$ cat src/rtl/tensor_streamer.sv
// tensor_streamer: captures a 3x3 tensor on a load handshake and replays it
// one element per accepted beat, with row/col address, over valid/ready.
module tensor_streamer #(
    parameter int WIDTH = 17
) (
    input  logic                         clk,
    input  logic                         rst,
    input  logic [2:0][2:0][WIDTH-1:0]   tensor_in,
    input  logic                         col_major,
    input  logic                         in_valid,
    output logic                         in_ready,
    output logic                         out_valid,
    input  logic                         out_ready,
    output logic [2:0]                   row_addr,
    output logic [2:0]                   col_addr,
    output logic [WIDTH-1:0]             data_out,
    output logic                         last,
    output logic                         busy,
    output logic                         done
);

    typedef enum logic {
        IDLE,
        STREAM
    } state_t;

    state_t                       state;
    state_t                       state_next;
    logic [2:0][2:0][WIDTH-1:0]   shadow;
    logic                         order_cm;
    logic [3:0]                   beat;
    logic                         load_accept;
    logic                         beat_accept;
    logic                         final_beat;
    logic [2:0]                   row_next;
    logic [2:0]                   col_next;

    // Handshake decode, next-state logic and next element address.
    always_comb begin
        state_next  = state;
        in_ready    = (state == IDLE) && !rst;
        load_accept = in_valid && in_ready;
        beat_accept = out_valid && out_ready;
        final_beat  = (beat == 4'd8);
        row_next    = row_addr;
        col_next    = col_addr;

        case (state)
            IDLE:    if (load_accept) state_next = STREAM;
            STREAM:  if (beat_accept && final_beat) state_next = IDLE;
            default: state_next = IDLE;
        endcase

        // Walk the fast index first; it wraps at 2 and carries into the slow one.
        if (order_cm) begin
            if (row_addr == 3'd2) begin
                row_next = 3'd0;
                col_next = col_addr + 3'd1;
            end else begin
                row_next = row_addr + 3'd1;
            end
        end else begin
            if (col_addr == 3'd2) begin
                col_next = 3'd0;
                row_next = row_addr + 3'd1;
            end else begin
                col_next = col_addr + 3'd1;
            end
        end
    end

    // State register.
    always_ff @(posedge clk) begin
        if (rst) state <= IDLE;
        else     state <= state_next;
    end

    // Shadow capture, beat counter and registered stream outputs.
    always_ff @(posedge clk) begin
        if (rst) begin
            shadow    <= '0;
            order_cm  <= 1'b0;
            beat      <= '0;
            out_valid <= 1'b0;
            row_addr  <= '0;
            col_addr  <= '0;
            data_out  <= '0;
            last      <= 1'b0;
            busy      <= 1'b0;
            done      <= 1'b0;
        end else begin
            done <= 1'b0;
            if (load_accept) begin
                shadow    <= tensor_in;
                order_cm  <= col_major;
                beat      <= '0;
                out_valid <= 1'b1;
                busy      <= 1'b1;
                row_addr  <= '0;
                col_addr  <= '0;
                data_out  <= tensor_in[0][0];
                last      <= 1'b0;
            end else if (beat_accept) begin
                if (final_beat) begin
                    out_valid <= 1'b0;
                    busy      <= 1'b0;
                    last      <= 1'b0;
                    done      <= 1'b1;
                end else begin
                    beat     <= beat + 4'd1;
                    row_addr <= row_next;
                    col_addr <= col_next;
                    data_out <= shadow[row_next[1:0]][col_next[1:0]];
                    last     <= (beat == 4'd7);
                end
            end
        end
    end

endmodule

$ cat config.mk
export PLATFORM = sky130hd
export DESIGN_NAME = tensor_streamer
export DESIGN_NICKNAME = d
export VERILOG_FILES = /design/src/rtl/tensor_streamer.sv
export SDC_FILE = /design/constraint.sdc
export NUM_CORES = 1
export LEC_CHECK = 0
export BUFFER_PORTS_ARGS = -buffer_cell sky130_fd_sc_hd__buf_2
export CAP_MARGIN = 20
export CORE_ASPECT_RATIO = 0.7
export CORE_UTILIZATION = 59
export CTS_CLUSTER_DIAMETER = 40
export CTS_CLUSTER_SIZE = 25
export DETAILED_ROUTE_END_ITERATION = 16
export HOLD_SLACK_MARGIN = 0.06
export PLACE_DENSITY_LB_ADDON = 0.12
export SLEW_MARGIN = 40
export SYNTH_ARGS = -nofsm -noshare
export SYNTH_HDL_FRONTEND = slang
export SYNTH_SLANG_ARGS = --single-unit
$ cat constraint.sdc
create_clock -name clk -period 4.35 [get_ports clk]
set_input_delay 0.2175 -clock clk [delete_from_list [all_inputs] [get_ports clk]]
set_output_delay 0.2175 -clock clk [all_outputs]
set_load 0.005 [all_outputs]
Word level (Yosys, flattened, before mapping)
Index checks and enable logic that the tools add are counted.
Widths: inputs -> output; s select.
Word-level totals
  bits in registers: 185
  output and inout bits: 28
  word-level logic and storage cells: 70
Operators by class
  $add $sub $neg: 3
  magnitude comparators: 2
  eq/ne operators: 6
  mux-type cells: 21
  bitwise logic cells: 3
  reductions and logical operators: 15
Operator list (number)
  $bmux 51 s2: 1
  $mux 17: 4
  $mux 51: 1
  $bmux 17 s2: 1
  $mux 3: 6
  $mux 1: 7
  $add 3x1->3 const B: 2
  $eq 3x2->1 const B: 2
  $lt 2x3->1 const B: 2
  $reduce_and 2->1: 3
  $reduce_and 3->1: 2
  $reduce_bool 2->1: 3
  $add 4x1->4 const B: 1
  $eq 4x3->1 const B: 1
  $eq 4x4->1 const B: 1
  $logic_and 1x1->1: 4
  $not 1->1: 3
  $reduce_or 3->1: 1
  $ne 2x1->1 const B: 1
  $ne 2x2->1 const B: 1
  $pmux 1 s2: 1
  $reduce_or 2->1: 1
  $logic_not 1->1: 1

Depth between registers and ports, before layout
  word-level depth: 10
  gate-level depth with buffers: 11
  mapped depth without buffers: 8

Worst setup path after synthesis
No wires, ideal clock.
  path type: flip-flop to flip-flop
  start: register row_addr[0]
  end: register data_out[13]
  data arrival time: 2.423 ns
  required time: 4.247 ns
  slack: 1.823 ns
  cell stages (with the launch flop): 10
  period minus slack after synthesis: 2.527 ns
  cell sequence: dfxtp_1 inv_1 ha_1 nor4b_2 a31o_4 clkbuf_2 o21ai_0 a211oi_1 a2111oi_2 a2111oi_2
Between the ends
  cells in the longest elaborated chain, start to end: 10
RTL lines
  start: declaration: line 14  | output logic [2:0] row_addr,
  start signal: assignment: line 111  | row_addr <= row_next;
  $add 3x1->3 / $eq 3x2->1 (equally long branches): line 60, 65, 56
  $mux 3, on equally long branches: line 63, 56
  $mux 3: line 55  | if (order_cm) begin
  $bmux 51 s2: line 113  | data_out <= shadow[row_next[1:0]][col_next[1:0]];
  $mux 51 (not written as such): line 113
  $bmux 17 s2 (*): line 113
  $mux 17 (not written as such) (*): line 113
  $mux 17 (*): line 104  | if (final_beat) begin
  $mux 17 (*): line 103  | end else if (beat_accept) begin
  $mux 17 (*): line 93  | if (load_accept) begin
  end signal: assignment: line 101  | data_out <= tensor_in[0][0];
  end signal: assignment: line 113
  end: declaration: line 16  | output logic [WIDTH-1:0] data_out,
Mark *: on every way between the ends. The rest lies on a longest branch, timed or not. The select of a mux whose other input is x is not followed.
A chain may end at the register's enable or synchronous reset.

Worst setup path after layout
  start: register col_addr[0]
  end: register data_out[10]
Between the ends
  cells in the longest elaborated chain, start to end: 10
RTL lines
  start: declaration: line 15  | output logic [2:0] col_addr,
  start signal: assignment: line 112  | col_addr <= col_next;
  $eq 3x2->1: line 63  | if (col_addr == 3'd2) begin
  $mux 3: line 63
  $mux 3: line 55
  $bmux 51 s2: line 113
  $mux 51 (not written as such): line 113
  $bmux 17 s2 (*): line 113
  $mux 17 (not written as such) (*): line 113
  $mux 17 (*): line 104
  $mux 17 (*): line 103
  $mux 17 (*): line 93
Marked as above.

==> impl_summary.md <==
Setup path
The data required time of the critical path is 4660 ps. For this run, the slowest stage of the critical path takes 630 ps. The highest net fanout along the worst path is 30. The critical path goes through inv_1 -> ha_1 -> nand2b_4 -> mux2i_4 -> o311ai_4 -> buf_4 -> a211oi_1 -> a2111oi_0 -> a2111oi_1. The critical path contains buffers and inverters numbering 2 combined. The slowest stage of the critical path belongs to the cell sky130_fd_sc_hd__mux2i_4.

The sort of element at the end of the critical path is a flip-flop. On the critical path the largest part of the delay comes from compound AO/OA/AOI/OAI gates. STA puts the critical path data arrival time at 3790 ps. The kind of critical path is reg2reg. The worst setup path is launched from a flip-flop.

Synth
The cell count after synthesis is 1112. The average instance in the mapped netlist occupies 8.04 um^2. The Yosys step of the flow raised 0 warnings.

The number of synthesized flops with an enable pin is 0. Summing every instance area after synthesis gives 8940 um^2. The cell type with the largest total area after synthesis is sky130_fd_sc_hd__dfxtp_1. Yosys mapped the design onto 57 distinct sky130hd cell types.

Yosys instantiated no cell more often than sky130_fd_sc_hd__nand2_1. Counting instances in the post-synthesis netlist gives the leading cell types as sky130_fd_sc_hd__nand2_1 (318), sky130_fd_sc_hd__dfxtp_1 (185), sky130_fd_sc_hd__nand3b_1 (155), sky130_fd_sc_hd__clkbuf_1 (69), sky130_fd_sc_hd__o21ai_0 (57). The most used flip-flop cell after synthesis is sky130_fd_sc_hd__dfxtp_1.

When the netlist entered floorplanning its net count stood at 1276. In the synthesized netlist the async set-or-reset flop fraction comes to 0. In the post-synthesis netlist, the biggest area contributors are sky130_fd_sc_hd__dfxtp_1 (41%), sky130_fd_sc_hd__nand2_1 (13%), sky130_fd_sc_hd__nand3b_1 (13%). Of the post-synthesis cell area, the dominant cell type holds 0.414. The portion of the post-synthesis area used by sequential elements is 0.414. The register bit total from synthesis is 185.

Timing
After layout, the worst setup slack is 872 ps. The setup TNS is 0 ps. The total count of max-transition violations in the final report came to 0.

The worst-case clock skew is 16.8 ps. Setup repair after global routing left no endpoint under its margin. The worst pin sits at a relative slew slack of 0.438. For the finished layout, the period the worst path requires is 3480 ps.

The portion of the clock cycle consumed by the worst path in the final layout is 0.799. The slew at the pin with the worst max-slew slack is 843 ps. Setup violations remaining at the end of the flow were counted as 0.

The final hold violation count is 0. The maximum frequency from static timing analysis is 288 MHz.

CTS
The CTS clock-pin slew for the worst setup and hold paths is 70 ps. Post-CTS repair changed the size of 0 cells. TritonCTS built the clock tree.

Counting every sink on the clock net gives 185. The clock root buffer master is sky130_fd_sc_hd__clkbuf_16. The longest clock path from root to sink contains 2 buffers. The maximum level of the CTS H-tree is 4. The number of buffers added for setup after CTS is 0. The number of buffers added by the clock tree synthesis step is 17.

At the later pin of the worst-skew pair, clock insertion delay measures 440 ps.

Route
In this run the remaining antenna-violating nets after routing total 0. The violation count after the first detailed-route iteration is 1070. Dividing the detail-routed via count by the number of cells gives 5.86. Summed over all layers, the routed wires come to 29500 um. The post-route DRC violation count is 0. The total via count in the routed design is 9358. In the final routed layout, each cell accounts on average for 18.5 um. For this run, the detailed router's first-pass iteration total came to 6.

Pwr
VDD sags by at most 262 uV. The leakage power of the design is 0.00529 uW. Dividing total power by cell area gives a power density of 345 nW/um^2. The completed layout was analyzed and its total power is 4130 uW.

GRT
The total global routing track utilization is 0.375. The first-pass GRT wire length is 45500 um. The residual overflow from global routing is 0. The initial antenna violation count is 2. The via count of the first global-routing pass is 8684. Entering global routing, the biggest net connects 92 pins.

Finish
The number of nets in the layout is 1550. The synthesis-to-layout area growth is 33.6%. The ratio of cells with drive above 1 in the final layout is 0.192.

The fill cell total of the finished layout is 923.

Place
Buffers placed on the I/O ports in this run total 185. After legalization and detailed placement, the total HPWL measured 17800 um. At the end of routability-driven placement, the weighted congestion stood at 0.941. The pre-CTS setup slack is 988 ps.

Floorplan
The area of the core is 14800 um^2. The horizontal extent of the die is 149 um. The chip height is 105 um. The initial cell density of the core is 0.605. For this design the top-level I/O count stands at 186. The number of placement rows is 37.

The die covers 15700 um^2.

Job
The count of maximum capacitance violations is 0.

Status
The run finished with clean final reports.

Worst hold path
The path class of the lowest-slack min-delay path is in2reg.
## cells in the final DEF, fill, tap and decap left out, drive strengths merged, types with 2 or more instances in the layout
| master | count |
|---|---|
| nor2 | 35 |
| clkbuf | 19 |
| a2111oi | 34 |
| buf | 198 |
| inv | 12 |
| dfxtp | 185 |
| a211oi | 38 |
| nand3 | 56 |
| xnor2 | 2 |
| a21oi | 21 |
| clkinv | 4 |
| nor3 | 25 |
| nand2b | 4 |
| mux2 | 18 |
| o31ai | 2 |
| diode | 2 |
| nor2b | 3 |
| dlygate4sd3 | 154 |
| nand3b | 155 |
| or3 | 2 |
| o21ai | 71 |
| and3 | 17 |
| mux2i | 3 |
| nand2 | 319 |
| ha | 6 |
## what timing repair did
action | CTS | global route
hold buffers | 154 | 0
hold endpoints to repair | 154 | 0
endpoints found under the setup margin | 0 | 0
## state kept, by name (all words and copies together), names as in the netlist
name	cells
beat	4
shadow	153
order_cm	1
row_addr	3
state	1
done	1
col_addr	3
last	1
data_out	17
busy	1
## worst paths after layout
check	start	to	slack, ps	cells past startpoint
worst max register to register	col_addr[0]	data_out[10]	870	9
worst min register to register	shadow[15]	shadow[15]	480	2
worst max-delay path	col_addr[0]	data_out[10]	870	9
worst min-delay path	in_valid	state	110	3
## through the flow
step / util / hold WS (ps) / cell area [um^2] / std cells
final: 0.809 / 109 / 11900 / 1596
after detailed placement: 0.663 / 402 / 9790 / 1407
after global routing: 0.808 / 113 / 11900 / 1594
after CTS: 0.808 / 98.1 / 11900 / 1593
after global placement: 0.661 / 399 / 9760 / 1405
after floorplan: - / 316 / 8940 / 1112
## per-layer routing
| layer | up-vias | wire, um | GRT usage |
|---|---|---|---|
| met1 | 4359 | 12600 | 0.517 |
| met5 | - | 0 | 0 |
| li1 | 4410 | - | - |
| met2 | 523 | 13200 | 0.581 |
| met4 | 0 | 624 | 0.111 |
| met3 | 66 | 3090 | 0.0869 |
## power breakdown
group          switching, uW  internal (uW)
Clock                    742            832
Combinational            336            309
Sequential              94.3           1810
Total                   1170           2950
## worst register-to-register path: stages, from the launching register on
cell and delay (ps):
sky130_fd_sc_hd__dfxtp_1 460, sky130_fd_sc_hd__inv_1 140, sky130_fd_sc_hd__ha_1 290, sky130_fd_sc_hd__nand2b_4 200
sky130_fd_sc_hd__mux2i_4 640, sky130_fd_sc_hd__o311ai_4 240, sky130_fd_sc_hd__buf_4 290, sky130_fd_sc_hd__a211oi_1 540
sky130_fd_sc_hd__a2111oi_0 160, sky130_fd_sc_hd__a2111oi_1 410
## cells by family after synthesis
family / share of synthesized area
and+or+nand+nor: 0.356
DFF: 0.414
AOI/OAI and AO/OA: 0.139
buffers and inverters: 0.0515
muxes: 0.0278
adders and majority gates: 0.00840
xor gates and xnor gates: 0.00294
## final cells by class
cell class / count / area (um^2) / share of cell area
Clock inverter: 13 / 149 / 0.0125
Inverter: 5 / 18.8 / 0.00157
Sequential cell: 185 / 3700 / 0.310
Multi-Input combinational cell: 825 / 4790 / 0.401
Timing Repair Buffer: 352 / 2590 / 0.217
Antenna cell: 2 / 5.00 / 0.000419
Clock buffer: 19 / 443 / 0.0371
Tap cell: 195 / 244 / 0.0204
Note: power is estimated with default switching activity, not from simulation.
